===== src/rtl/clkdiv_pkg.sv =====
// ---------------------------------------------------------------------------
// clkdiv_pkg: shared types and defaults for the clock-divider scheduler
// Rev 1.0
// ---------------------------------------------------------------------------
`default_nettype none

package clkdiv_pkg;

  localparam int LIM_W = 8;
  localparam logic [LIM_W-1:0] DEF_LIM = 8'd4;

  typedef enum logic [1:0] {
    CH_IDLE     = 2'd0,
    CH_RUN      = 2'd1,
    CH_RUN_PEND = 2'd2
  } chan_state_t;

  typedef struct packed {
    logic [LIM_W-1:0] lim;
    logic             en;
  } div_cfg_t;

endpackage

`default_nettype wire


===== src/rtl/clkdiv_chan.sv =====
// ---------------------------------------------------------------------------
// clkdiv_chan: one divider channel; new settings take effect on a period boundary
// Rev 1.0
// ---------------------------------------------------------------------------
`default_nettype none

module clkdiv_chan #(
  parameter int                BITLEN  = clkdiv_pkg::LIM_W,
  parameter logic [BITLEN-1:0] DEF_LIM = clkdiv_pkg::DEF_LIM
) (
  input  logic              clk,
  input  logic              rst,
  input  logic              cfg_we,
  input  logic [BITLEN-1:0] cfg_lim,
  input  logic              cfg_en,
  output logic              hz,
  output logic              tick,
  output logic              pend
);

  import clkdiv_pkg::*;

  localparam logic [1:0] ST_IDLE     = CH_IDLE;
  localparam logic [1:0] ST_RUN      = CH_RUN;
  localparam logic [1:0] ST_RUN_PEND = CH_RUN_PEND;

  logic [1:0]        state_q,   state_d;
  logic [BITLEN-1:0] cnt_q,     cnt_d;
  logic [BITLEN-1:0] lim_act_q, lim_act_d;
  div_cfg_t          shadow_q,  shadow_d;
  logic              hz_q,      hz_d;
  logic              tick_q,    tick_d;
  logic              pend_q,    pend_d;
  logic              terminal;

  assign terminal = (cnt_q == lim_act_q);

  always_comb begin
    state_d   = state_q;
    cnt_d     = cnt_q;
    lim_act_d = lim_act_q;
    shadow_d  = shadow_q;
    hz_d      = hz_q;
    tick_d    = 1'b0;
    pend_d    = pend_q;
    case (state_q)
      ST_IDLE: begin
        cnt_d = '0;
        if (cfg_we) begin
          lim_act_d = cfg_lim;
          state_d   = cfg_en ? ST_RUN : ST_IDLE;
        end
      end
      ST_RUN: begin
        if (terminal) begin
          cnt_d  = '0;
          hz_d   = ~hz_q;
          tick_d = 1'b1;
          // A write landing on the boundary itself needs no shadowing.
          if (cfg_we) begin
            lim_act_d = cfg_lim;
            state_d   = cfg_en ? ST_RUN : ST_IDLE;
          end
        end else begin
          cnt_d = cnt_q + 1'b1;
          if (cfg_we) begin
            shadow_d = '{lim: cfg_lim, en: cfg_en};
            pend_d   = 1'b1;
            state_d  = ST_RUN_PEND;
          end
        end
      end
      ST_RUN_PEND: begin
        if (terminal) begin
          cnt_d     = '0;
          hz_d      = ~hz_q;
          tick_d    = 1'b1;
          lim_act_d = shadow_q.lim;
          pend_d    = 1'b0;
          state_d   = shadow_q.en ? ST_RUN : ST_IDLE;
        end else begin
          cnt_d = cnt_q + 1'b1;
        end
      end
      default: begin
        cnt_d   = '0;
        pend_d  = 1'b0;
        state_d = ST_IDLE;
      end
    endcase
  end

  always_ff @(posedge clk or posedge rst) begin
    if (rst) begin
      state_q   <= ST_RUN;
      cnt_q     <= '0;
      lim_act_q <= DEF_LIM;
      shadow_q  <= '0;
      hz_q      <= 1'b0;
      tick_q    <= 1'b0;
      pend_q    <= 1'b0;
    end else begin
      state_q   <= state_d;
      cnt_q     <= cnt_d;
      lim_act_q <= lim_act_d;
      shadow_q  <= shadow_d;
      hz_q      <= hz_d;
      tick_q    <= tick_d;
      pend_q    <= pend_d;
    end
  end

  assign hz   = hz_q;
  assign tick = tick_q;
  assign pend = pend_q;

endmodule

`default_nettype wire


===== src/rtl/clkdiv_sched.sv =====
// ---------------------------------------------------------------------------
// clkdiv_sched: NCH independent clock dividers behind one valid/ready config port
// Rev 1.0
// ---------------------------------------------------------------------------
`default_nettype none

module clkdiv_sched #(
  parameter int                NCH     = 4,
  parameter int                BITLEN  = clkdiv_pkg::LIM_W,
  parameter logic [BITLEN-1:0] DEF_LIM = clkdiv_pkg::DEF_LIM
) (
  input  logic                                  clk,
  input  logic                                  rst,
  input  logic                                  cfg_valid,
  output logic                                  cfg_ready,
  input  logic [((NCH > 1) ? $clog2(NCH) : 1)-1:0] cfg_ch,
  input  logic [BITLEN-1:0]                     cfg_lim,
  input  logic                                  cfg_en,
  output logic [NCH-1:0]                        hz,
  output logic [NCH-1:0]                        tick,
  output logic [NCH-1:0]                        pend
);

  import clkdiv_pkg::*;

  localparam int CH_W = (NCH > 1) ? $clog2(NCH) : 1;

  // The shadow register type is fixed-width in the package.
  if (BITLEN != LIM_W) begin : g_bitlen_chk
    $error("clkdiv_sched: BITLEN must equal clkdiv_pkg::LIM_W");
  end

  // Unmatched channel numbers leave cfg_ready high, so they are swallowed.
  always_comb begin
    cfg_ready = 1'b1;
    for (int i = 0; i < NCH; i++) begin
      if (cfg_ch == CH_W'(i)) cfg_ready = !pend[i];
    end
  end

  for (genvar g = 0; g < NCH; g++) begin : g_chan
    logic cfg_we;
    assign cfg_we = cfg_valid && (cfg_ch == CH_W'(g)) && !pend[g];

    clkdiv_chan #(
      .BITLEN  (BITLEN),
      .DEF_LIM (DEF_LIM)
    ) u_chan (
      .clk     (clk),
      .rst     (rst),
      .cfg_we  (cfg_we),
      .cfg_lim (cfg_lim),
      .cfg_en  (cfg_en),
      .hz      (hz[g]),
      .tick    (tick[g]),
      .pend    (pend[g])
    );
  end

endmodule

`default_nettype wire


===== config.mk =====
export PLATFORM = sky130hd
export DESIGN_NAME = clkdiv_sched
export DESIGN_NICKNAME = d
export VERILOG_FILES = /design/src/rtl/clkdiv_pkg.sv /design/src/rtl/clkdiv_chan.sv /design/src/rtl/clkdiv_sched.sv
export SDC_FILE = /design/constraint.sdc
export NUM_CORES = 1
export LEC_CHECK = 0
export CAP_MARGIN = 20
export CORE_ASPECT_RATIO = 0.7
export CORE_MARGIN = 10
export CORE_UTILIZATION = 35
export DETAILED_ROUTE_END_ITERATION = 8
export PLACE_DENSITY = 0.51
export SLEW_MARGIN = 20
export SYNTH_ARGS = -nofsm -noshare
export SYNTH_HDL_FRONTEND = slang
export SYNTH_SLANG_ARGS = --single-unit

===== constraint.sdc =====
create_clock -name clk -period 12.6 [get_ports clk]
set_input_delay 3.15 -clock clk [delete_from_list [all_inputs] [get_ports clk]]
set_output_delay 3.15 -clock clk [all_outputs]
set_load 0.01 [all_outputs]

# --- Word-level counts from Yosys, hierarchy flattened ---
# Cells that the tools add are included.
totals:
  regBits: 120
  in_bits: 14
  out_inout_bits: 13
  wordCells: 205
op_classes:
  addsub: 4
  eq_ne: 35
  n_mux: 77
  n_bitwise: 12
  n_reduce_logical: 45
op_table:
  columns: ["operator", "n"]
  rows:
  - ["8-bit two-way mux", 20]
  - ["8-bit one-hot mux with 3 select lines", 4]
  - ["8-bit by 1-bit adder with 8-bit output (second input constant)", 4]
  - ["8-bit == test", 4]
  - ["2-bit two-way mux", 16]
  - ["1-bit two-way mux", 29]
  - ["2-bit one-hot mux with 3 select lines", 4]
  - ["3-bit AND reduction", 8]
  - ["2-bit by 1-bit inequality test with 1-bit output (second input constant)", 8]
  - ["2-bit inequality test (second input constant)", 8]
  - ["2-bit AND reduction", 8]
  - ["4-bit AND reduction", 4]
  - ["2-bit == test (second input constant)", 6]
  - ["3-bit by 2-bit inequality test with 1-bit output (second input constant)", 4]
  - ["1-bit NOT", 12]
  - ["1-bit one-hot mux with 3 select lines", 4]
  - ["3-bit nonzero test", 4]
  - ["2-bit by 1-bit == test with 1-bit output (second input constant)", 5]
  - ["2-bit logical NOT", 5]
  - ["1-bit logical AND", 8]
  - ["2-bit OR reduction", 4]
  - ["1-bit logical NOT", 4]

# --- Longest topological paths before layout ---
# Gate-level depths: netlist of the first run.
logic_depth:
  ltp_word: 6
  ltp_mapped: 9
  depth_no_buf: 7

# --- Hierarchy ---
# A second synthesis of the first run with hierarchy kept.
unflattened:
  cells_unflattened: 589
  area_unflattened_um2: 6413.7
by_module_without_submodules:
  columns: ["mod", "instances", "cells_per_inst", "area_per_inst_um2", "seq_area_each_um2"]
  rows:
  - ["clkdiv_chan at g_chan[0].u_chan ...", 3, 146, 1607.8, 753.2]
  - ["clkdiv_chan at g_chan[3].u_chan", 1, 144, 1526.5, 753.2]
  - ["clkdiv_sched", 1, 7, 63.8, 0.0]

# --- Least setup slack after synthesis of the first run ---
# OpenSTA, ideal clock, no wires.
synth_timing:
  kind: "input port to output port"
  start: "input cfg_ch[0] (netlist name)"
  end: "output cfg_ready"
  t_arrival_ns: 3.926
  t_required_ns: 9.450
  path_slack_ns: 5.524
  path_stages: 3
  path_buffers: 1
  path_cell_list: "clkbuf_2 mux4_2 inv_1"
synth_via:
  elab_chain_cells: 5
  word_cells_on_any_way: 8
  classes_between: "3 x eq/ne; 4 x mux; 1 x reduce/logical"
synth_rtl:
  columns: ["item", "line", "source"]
  rows:
  - ["start, declared", "clkdiv_sched.sv:16", "input logic [((NCH > 1) ? $clog2(NCH) : 1)-1:0] cfg_ch,"]
  - ["2-bit logical NOT", "clkdiv_sched.sv:37", "if (cfg_ch == CH_W'(i)) cfg_ready = !pend[i];"]
  - ["1-bit two-way mux (3 in series)", "clkdiv_sched.sv:37", null]
  - ["1-bit two-way mux (*)", "clkdiv_sched.sv:37", null]
  - ["end, declared", "clkdiv_sched.sv:15", "output logic cfg_ready,"]
# Every way passes the cells marked *; elsewhere a longest branch is shown, timed or not.

# --- Worst setup path after layout of the first run ---
# Same ends and word-level chain as after synthesis.

==> qor_table.md, run 1 <==
| Result | This run |
|:---|:---|
| Number of antenna cells inserted | 0 |
| Xor/xnor cell area share of the yosys netlist | 0.08378 |
| Main combinational cell family by area after synthesis | multiplexers |
| Critical path cell sequence | clkdlybuf4s50_1 -> mux4_2 -> inv_1 -> clkdlybuf4s50_1 |
| Post-synth ARST share | 1.000 |
| Sequential element share of the synthesized area | 0.4804 |
| Global placement routability congestion | 0.7866 |
| Post-synthesis share of cell area spent on full adders, half adders and majority gates | 0.03990 |
| Max cap viols | 0 |
| Critical Path End Type | output port |
| Minimum clock period | 8.101 ns |
| Total number of vias | 3988 |
| Unique cell type count in the Yosys netlist | 45 |
| Area overhead of the layout relative to synthesis | 16.40% |
| DRC violation count after routing | 0 |
| Largest clock skew in the final design | 0.01123 ns |
| Maximum vdd ir drop | 0.00008544 V |
| Number of I/O pins | 27 |
| Slew Limit Fails | 0 |
| Die span in y | 132 um |
| Horizontal die dimension | 180.0 um |
| All-Layer GR Usage | 0.1093 |
| Total standard cell area after synthesis | 0.006272 sq mm |
| Clock tree from TritonCTS | done |
| Cell area after placement | 0.006673 sq mm |
| Design Power | 1.533 mW |
| Post-route setup TNS | 0 ns |
| Share of the synthesized area in compound gates (AO/OA/AOI/OAI) | 0.04588 |
| Run status | finished, final reports clean |
| Startpoint type of the worst setup path | primary input |
| Grt ovf | 0 |
| Share of final-layout standard cells stronger than drive strength 1 | 0.2496 |
| Wire per inst | 15.98 um |
| Antenna violations before repair | 0 |
| Biggest area contributors in the synthesized netlist | sky130_fd_sc_hd__dfrtp_1 (45%), sky130_fd_sc_hd__mux2_2 (16%), sky130_fd_sc_hd__xnor2_1 (5.9%) |
| Startpoint of the worst hold path | g_chan[3].u_chan.hz |
| Period Utilization, post-route | 0.6429 |
| Dpl hpwl | 9295 um |
| Clock Sinks | 120 |
| Final hold violations | 0 |
| Cell type with the largest total area after synthesis | sky130_fd_sc_hd__dfrtp_1 |
| Simple-Gate Fraction of Synth Area | 0.1245 |
| Tightest slew margin relative to the limit | 0.3783 |
| Number of buffers created by CTS | 17 |
| Number of nets with antenna violations after routing | 0 |
| Cell leakage power | 3.054 nW |
| Via count normalized by instance count | 4.936 |
| Achievable clock frequency | 123.4 MHz |
| Critical path launch point | cfg_ch[0] |
| Synthesized net count | 579 |
| Placeable core area | 0.01737 sq mm |
| CP required | 9.45 ns |
| CTS HTree Levels | 4 |
| Number of global-route vias before repair | 4085 |
| Worst-Margin Slew | 0.9199 ns |
| DRC marker count from the first detailed-route iteration | 241 |
| Reg-to-reg critical path startpoint | g_chan[1].u_chan.pend |
| I/O Buffers | 26 |
| Instance count after placement with tap cells included | 776 |
| Quantity of hold-fixing buffers added after cts | 0 |
| Primary FF master, synth | sky130_fd_sc_hd__dfrtp_1 |
| Worst setup margin | 4.499 ns |
| CTS-repair resized insts | 0 |
| Total of warnings raised by yosys | 0 |
| First-pass GRT wire length | 21160 um |
| Number of placement rows | 40 |
| CP Class | in2out |
| Yosys top cell area share | 0.4468 |
| Reg clk slew, reported paths | 0.06 ns |
| Setup violations, final | 0 |
| Number of synthesized flops with an enable pin | 0 |
| CTS Root Cell | sky130_fd_sc_hd__clkbuf_16 |
| Slowest cell delay on critical path | 0.67 ns |
| Mean Syn Cell Area | 11.51 sq um |
| Worst Hold Class | reg2reg |
| Synthesized instance count | 545 |
| Net total in the final layout | 598 |
| Die area | 0.02376 sq mm |
| Post-synthesis sequential element count | 120 |
| Effective utilization at floorplan | 0.3612 |
| RSZ-0062 raised after global routing | false |
| Slowest cell on crit path | sky130_fd_sc_hd__clkdlybuf4s50_1 |
| Mux share of post-synthesis cell area | 0.1895 |
| Most prevalent standard cell on the critical path | sky130_fd_sc_hd__clkdlybuf4s50_1 |
| Power per unit of standard cell area | 210.0 mW/mm^2 |
| Max Root-Sink Buffers | 2 |
| Crit path arrival time | 4.95 ns |
| Post-CTS setup buffer count | 0 |
| Drt pass-1 iters | 4 |
| Final Routed Wirelength | 12910 um |
| Insertion delay of the later-clocked pin in the worst-skew pair | 0.41 ns |
| Largest net degree at the start of global routing | 63 |
| Setup slack after placement | 4.489 ns |
| Number of standard cells in the final layout excluding fillers | 808 |
| Post-route design area | 0.007301 sq mm |
| Top fanout value on the critical path | 8 |
-- report_power, final --
part,internal (mW),switching (mW),leakage [nW],total [mW]
Combinational,0.221,0.187,1.22,0.408
Clock,0.333,0.186,0.293,0.519
Sequential,0.519,0.0873,1.54,0.606
Total,1.07,0.461,3.05,1.53
-- cell families after synthesis --
logic type	count (synthesis)
mux	105
fa+ha+maj	20
buf+inv	44
compound gates	45
simple gates	151
flops	120
xor+xnor	60
-- metal layers --
metal,up-vias,GRT usage,share of wire
li1,1921,-,-
met1,1989,0.1510,0.51
met2,64,0.1610,0.44
met5,-,0,0
met4,0,0.03436,0.011
met3,14,0.03017,0.037
-- cell usage after synthesis (3+ instances only) --
cell type / number
sky130_fd_sc_hd__mux2_2: 91
sky130_fd_sc_hd__nand2_1: 27
sky130_fd_sc_hd__nand3b_1: 4
sky130_fd_sc_hd__o21ai_0: 11
sky130_fd_sc_hd__clkbuf_1: 9
sky130_fd_sc_hd__xnor2_1: 42
sky130_fd_sc_hd__o21a_1: 4
sky130_fd_sc_hd__dfstp_2: 8
sky130_fd_sc_hd__a21oi_1: 9
sky130_fd_sc_hd__and3_1: 11
sky130_fd_sc_hd__dfrtp_1: 112
sky130_fd_sc_hd__nand3_1: 15
sky130_fd_sc_hd__o211ai_1: 6
sky130_fd_sc_hd__nor2_4: 3
sky130_fd_sc_hd__mux2i_1: 4
sky130_fd_sc_hd__nor3b_1: 3
sky130_fd_sc_hd__nor3_1: 3
sky130_fd_sc_hd__o31a_1: 3
sky130_fd_sc_hd__and2_1: 4
sky130_fd_sc_hd__xor2_1: 18
sky130_fd_sc_hd__buf_2: 3
sky130_fd_sc_hd__mux2_1: 9
sky130_fd_sc_hd__ha_1: 20
sky130_fd_sc_hd__buf_4: 15
sky130_fd_sc_hd__nand4_1: 8
sky130_fd_sc_hd__o21ai_1: 4
sky130_fd_sc_hd__a22o_1: 4
sky130_fd_sc_hd__nor2_1: 60
sky130_fd_sc_hd__inv_1: 16
-- placed cells by master, fill, tap and decap left out, drive strengths merged, types with 3 or more instances in the layout --
cell,Yosys,final
a21oi,9,9
a22o,4,4
and2,4,4
and3,11,11
bufinv,0,4
clkbuf,10,18
clkdlybuf4s50,0,26
clkinv,0,4
clkinvlp,0,4
dfrtp,112,112
dfstp,8,8
ha,20,20
inv,16,18
mux2,100,100
mux2i,4,4
nand2,27,27
nand3,15,15
nand3b,4,4
nand4,8,8
nor2,65,65
nor3,3,3
nor3b,3,3
o211ai,6,6
o21a,4,4
o21ai,15,15
o31a,3,3
xnor2,42,42
xor2,18,18
-- cell type report --
cell class | instances | area, sq um
clock buffer | 18 | 429.2
clock inverter | 14 | 198.9
fill | 1624 | 10070
inverter | 16 | 62.56
multi-input combinational | 381 | 3033
sequential | 120 | 3013
tap | 231 | 289.0
timing repair buffer | 28 | 275.3
-- worst max-delay path: cells and delay by family --
family                 cells  cell delay (ns)
multiplexers               1             0.55
buffers and inverters      3             1.25
-- through the flow --
step,hold slack [ns],util
6_report,0.4636,0.4204
3_3_place_gp,0.4557,0.3842
5_1_grt,0.4888,0.4204
2_1_floorplan,0.4428,-
4_1_cts,0.4677,0.4204
3_5_place_dp,0.4588,0.3842
-- flip-flops by register name, summed over array words and instances (netlist names) --
register,cells
g_chan.u_chan.state_q,8
g_chan.u_chan.tick,4
g_chan.u_chan.hz,4
g_chan.u_chan.cnt_q,32
g_chan.u_chan.lim_act_q,32
g_chan.u_chan.shadow_q,36
g_chan.u_chan.pend,4
-- final timing paths --
path / endpoint / slack [ns] / cells after the start
setup / recovery: cfg_ready / 4.50 / 4
hold / removal: g_chan[3].u_chan.hz / 0.46 / 1
setup reg to reg: g_chan[1].u_chan.lim_act_q[0] / 10.34 / 5
hold reg to reg: g_chan[3].u_chan.hz / 0.46 / 1
max in group asynchronous: g_chan[1].u_chan.lim_act_q[1] / 8.11 / 3
min in group asynchronous: g_chan[2].u_chan.lim_act_q[4] / 3.23 / 2
Power figures use the tool's default switching activity.
==> inputs of run 2 (changes only) <==
PLACE_DENSITY = 0.53   (was 0.51)
clock period = 7.4 ns   (was 12.6 ns; I/O delays follow)
==> run 2 against run 1 <==
Non-clock buffer count stayed put; cell count is 0.12% lower; sequential share of layout area is 0.12 points lower; hold slack better by 0.00060 ns; sequential cell count stayed put; sequential power is 70% higher; die area stayed put; via count is 0.45% higher; first-iteration DRC count is 10% lower; largest cell class unchanged; largest power group unchanged.
==> qor_table.md, run 2 (synthesis gave the netlist of run 1 again) <==
| Result | This run |
|:---|:---|
| Run status | finished, final reports clean |
| Worst Hold Margin | 0.4642 ns |
| Max cap viols | 0 |
| Crit path arrival time | 3.73 ns |
| Number of buffers created by CTS | 17 |
| Achievable clock frequency | 179.2 MHz |
| Worst setup margin | 1.821 ns |
| Antenna violations before repair | 0 |
| Dpl hpwl | 9195 um |
| CP required | 5.55 ns |
| Instance count after placement with tap cells included | 776 |
| Period Utilization, post-route | 0.7539 |
| Placeable core area | 0.01737 sq mm |
| Number of I/O pins | 27 |
| Quantity of hold-fixing buffers added after cts | 0 |
| Commonest non-fill, non-tap cells in the layout | sky130_fd_sc_hd__dfrtp_1 (112), sky130_fd_sc_hd__mux2_2 (91), sky130_fd_sc_hd__nor2_1 (60) |
| Clock Sinks | 120 |
| Die span in y | 132 um |
| Post-CTS setup buffer count | 0 |
| Power per unit of standard cell area | 362.0 mW/mm^2 |
| Global placement routability congestion | 0.7231 |
| Minimum clock period | 5.579 ns |
| Cell leakage power | 3.063 nW |
| Final Routed Wirelength | 13060 um |
| Grt ovf | 0 |
| Post-route design area | 0.007322 sq mm |
| Post-route setup TNS | 0 ns |
| Number of nets with antenna violations after routing | 0 |
| Largest clock skew in the final design | 0.009874 ns |
| Worst Hold Class | reg2reg |
| Clock tree from TritonCTS | done |
| Insertion delay of the later-clocked pin in the worst-skew pair | 0.41 ns |
| CTS Root Cell | sky130_fd_sc_hd__clkbuf_16 |
| Via count normalized by instance count | 4.964 |
| Number of placement rows | 40 |
| Net total in the final layout | 598 |
| Tightest slew margin relative to the limit | 0.2423 |
| Number of flip-flops under the largest register name | 36 |
| Startpoint type of the worst setup path | primary input |
| DRC marker count from the first detailed-route iteration | 217 |
| First-pass GRT wire length | 21870 um |
| Design Power | 2.650 mW |
| Share of final-layout standard cells stronger than drive strength 1 | 0.2500 |
| Total number of vias | 4006 |
| Largest net degree at the start of global routing | 62 |
| Number of antenna cells inserted | 0 |
| All-Layer GR Usage | 0.1110 |
| Maximum vdd ir drop | 0.0001398 V |
| Top fanout value on the critical path | 8 |
| Critical Path End Type | output port |
| Area overhead of the layout relative to synthesis | 16.74% |
| Register with the most flip-flops | g_chan.u_chan.shadow_q |
| Most frequent standard cell in the layout excluding fill and tap cells | sky130_fd_sc_hd__dfrtp_1 |
| Drt pass-1 iters | 4 |
| Worst-Margin Slew | 1.121 ns |
| DRC violation count after routing | 0 |
| CP Class | in2out |
| Die area | 0.02376 sq mm |
| Slew Limit Fails | 0 |
| CTS HTree Levels | 4 |
| Horizontal die dimension | 180.0 um |
| Wire per inst | 16.19 um |
| Number of standard cells in the final layout excluding fillers | 807 |
| Final hold violations | 0 |
| Number of global-route vias before repair | 4251 |
| Cell area after placement | 0.006673 sq mm |
| CTS-repair resized insts | 0 |
| Effective utilization at floorplan | 0.3612 |
| I/O Buffers | 26 |
| RSZ-0062 raised after global routing | false |
| Largest registers ranked by flip-flop count | g_chan.u_chan.shadow_q (36), g_chan.u_chan.cnt_q (32), g_chan.u_chan.lim_act_q (32) |
| Final cell utilization of the core | 0.4216 |
| Setup violations, final | 0 |
| Reg clk slew, reported paths | 0.06 ns |
| Max Root-Sink Buffers | 2 |
| Setup slack after placement | 1.820 ns |
## run 2: critical path, cell delays in order
cell and delay (ns):
sky130_fd_sc_hd__clkdlybuf4s50_1 0.69, sky130_fd_sc_hd__mux4_2 0.58, sky130_fd_sc_hd__inv_1 0.07, sky130_fd_sc_hd__clkdlybuf4s50_1 0.53
## run 2: final timing paths
| kind | depth (start not counted) | from | endpoint | slack (ns) |
|---|---|---|---|---|
| min | 1 | g_chan[0].u_chan.hz | g_chan[0].u_chan.hz | 0.46 |
| max | 4 | cfg_ch[0] | cfg_ready | 1.82 |
| min reg2reg | 1 | g_chan[0].u_chan.hz | g_chan[0].u_chan.hz | 0.46 |
| max reg2reg | 5 | g_chan[1].u_chan.pend | g_chan[1].u_chan.lim_act_q[5] | 4.94 |
| max in group asynchronous | 3 | rst | g_chan[2].u_chan.pend | 4.20 |
| min in group asynchronous | 2 | rst | g_chan[0].u_chan.cnt_q[1] | 1.96 |
## run 2: power by group
group	internal (mW)	switching [mW]	total, mW	leakage, nW
registers	0.883	0.148	1.03	1.54
logic	0.376	0.322	0.698	1.22
clock network	0.599	0.321	0.920	0.302
total	1.86	0.792	2.65	3.06
## run 2: cell type report
| class | count | area [sq um] |
|---|---|---|
| clock buffers | 17 | 425.4 |
| clock inverters | 14 | 224.0 |
| fillers | 1611 | 10040 |
| inverters | 16 | 62.56 |
| multi-input cells | 381 | 3033 |
| flip-flops and latches | 120 | 3013 |
| well taps | 231 | 289.0 |
| repair buffers | 28 | 275.3 |
## run 2: per-layer routing
metal	global-route usage	routed length, um
met5	0	0
met4	0.03298	104
met3	0.02715	425
met2	0.1628	5634
met1	0.1565	6899
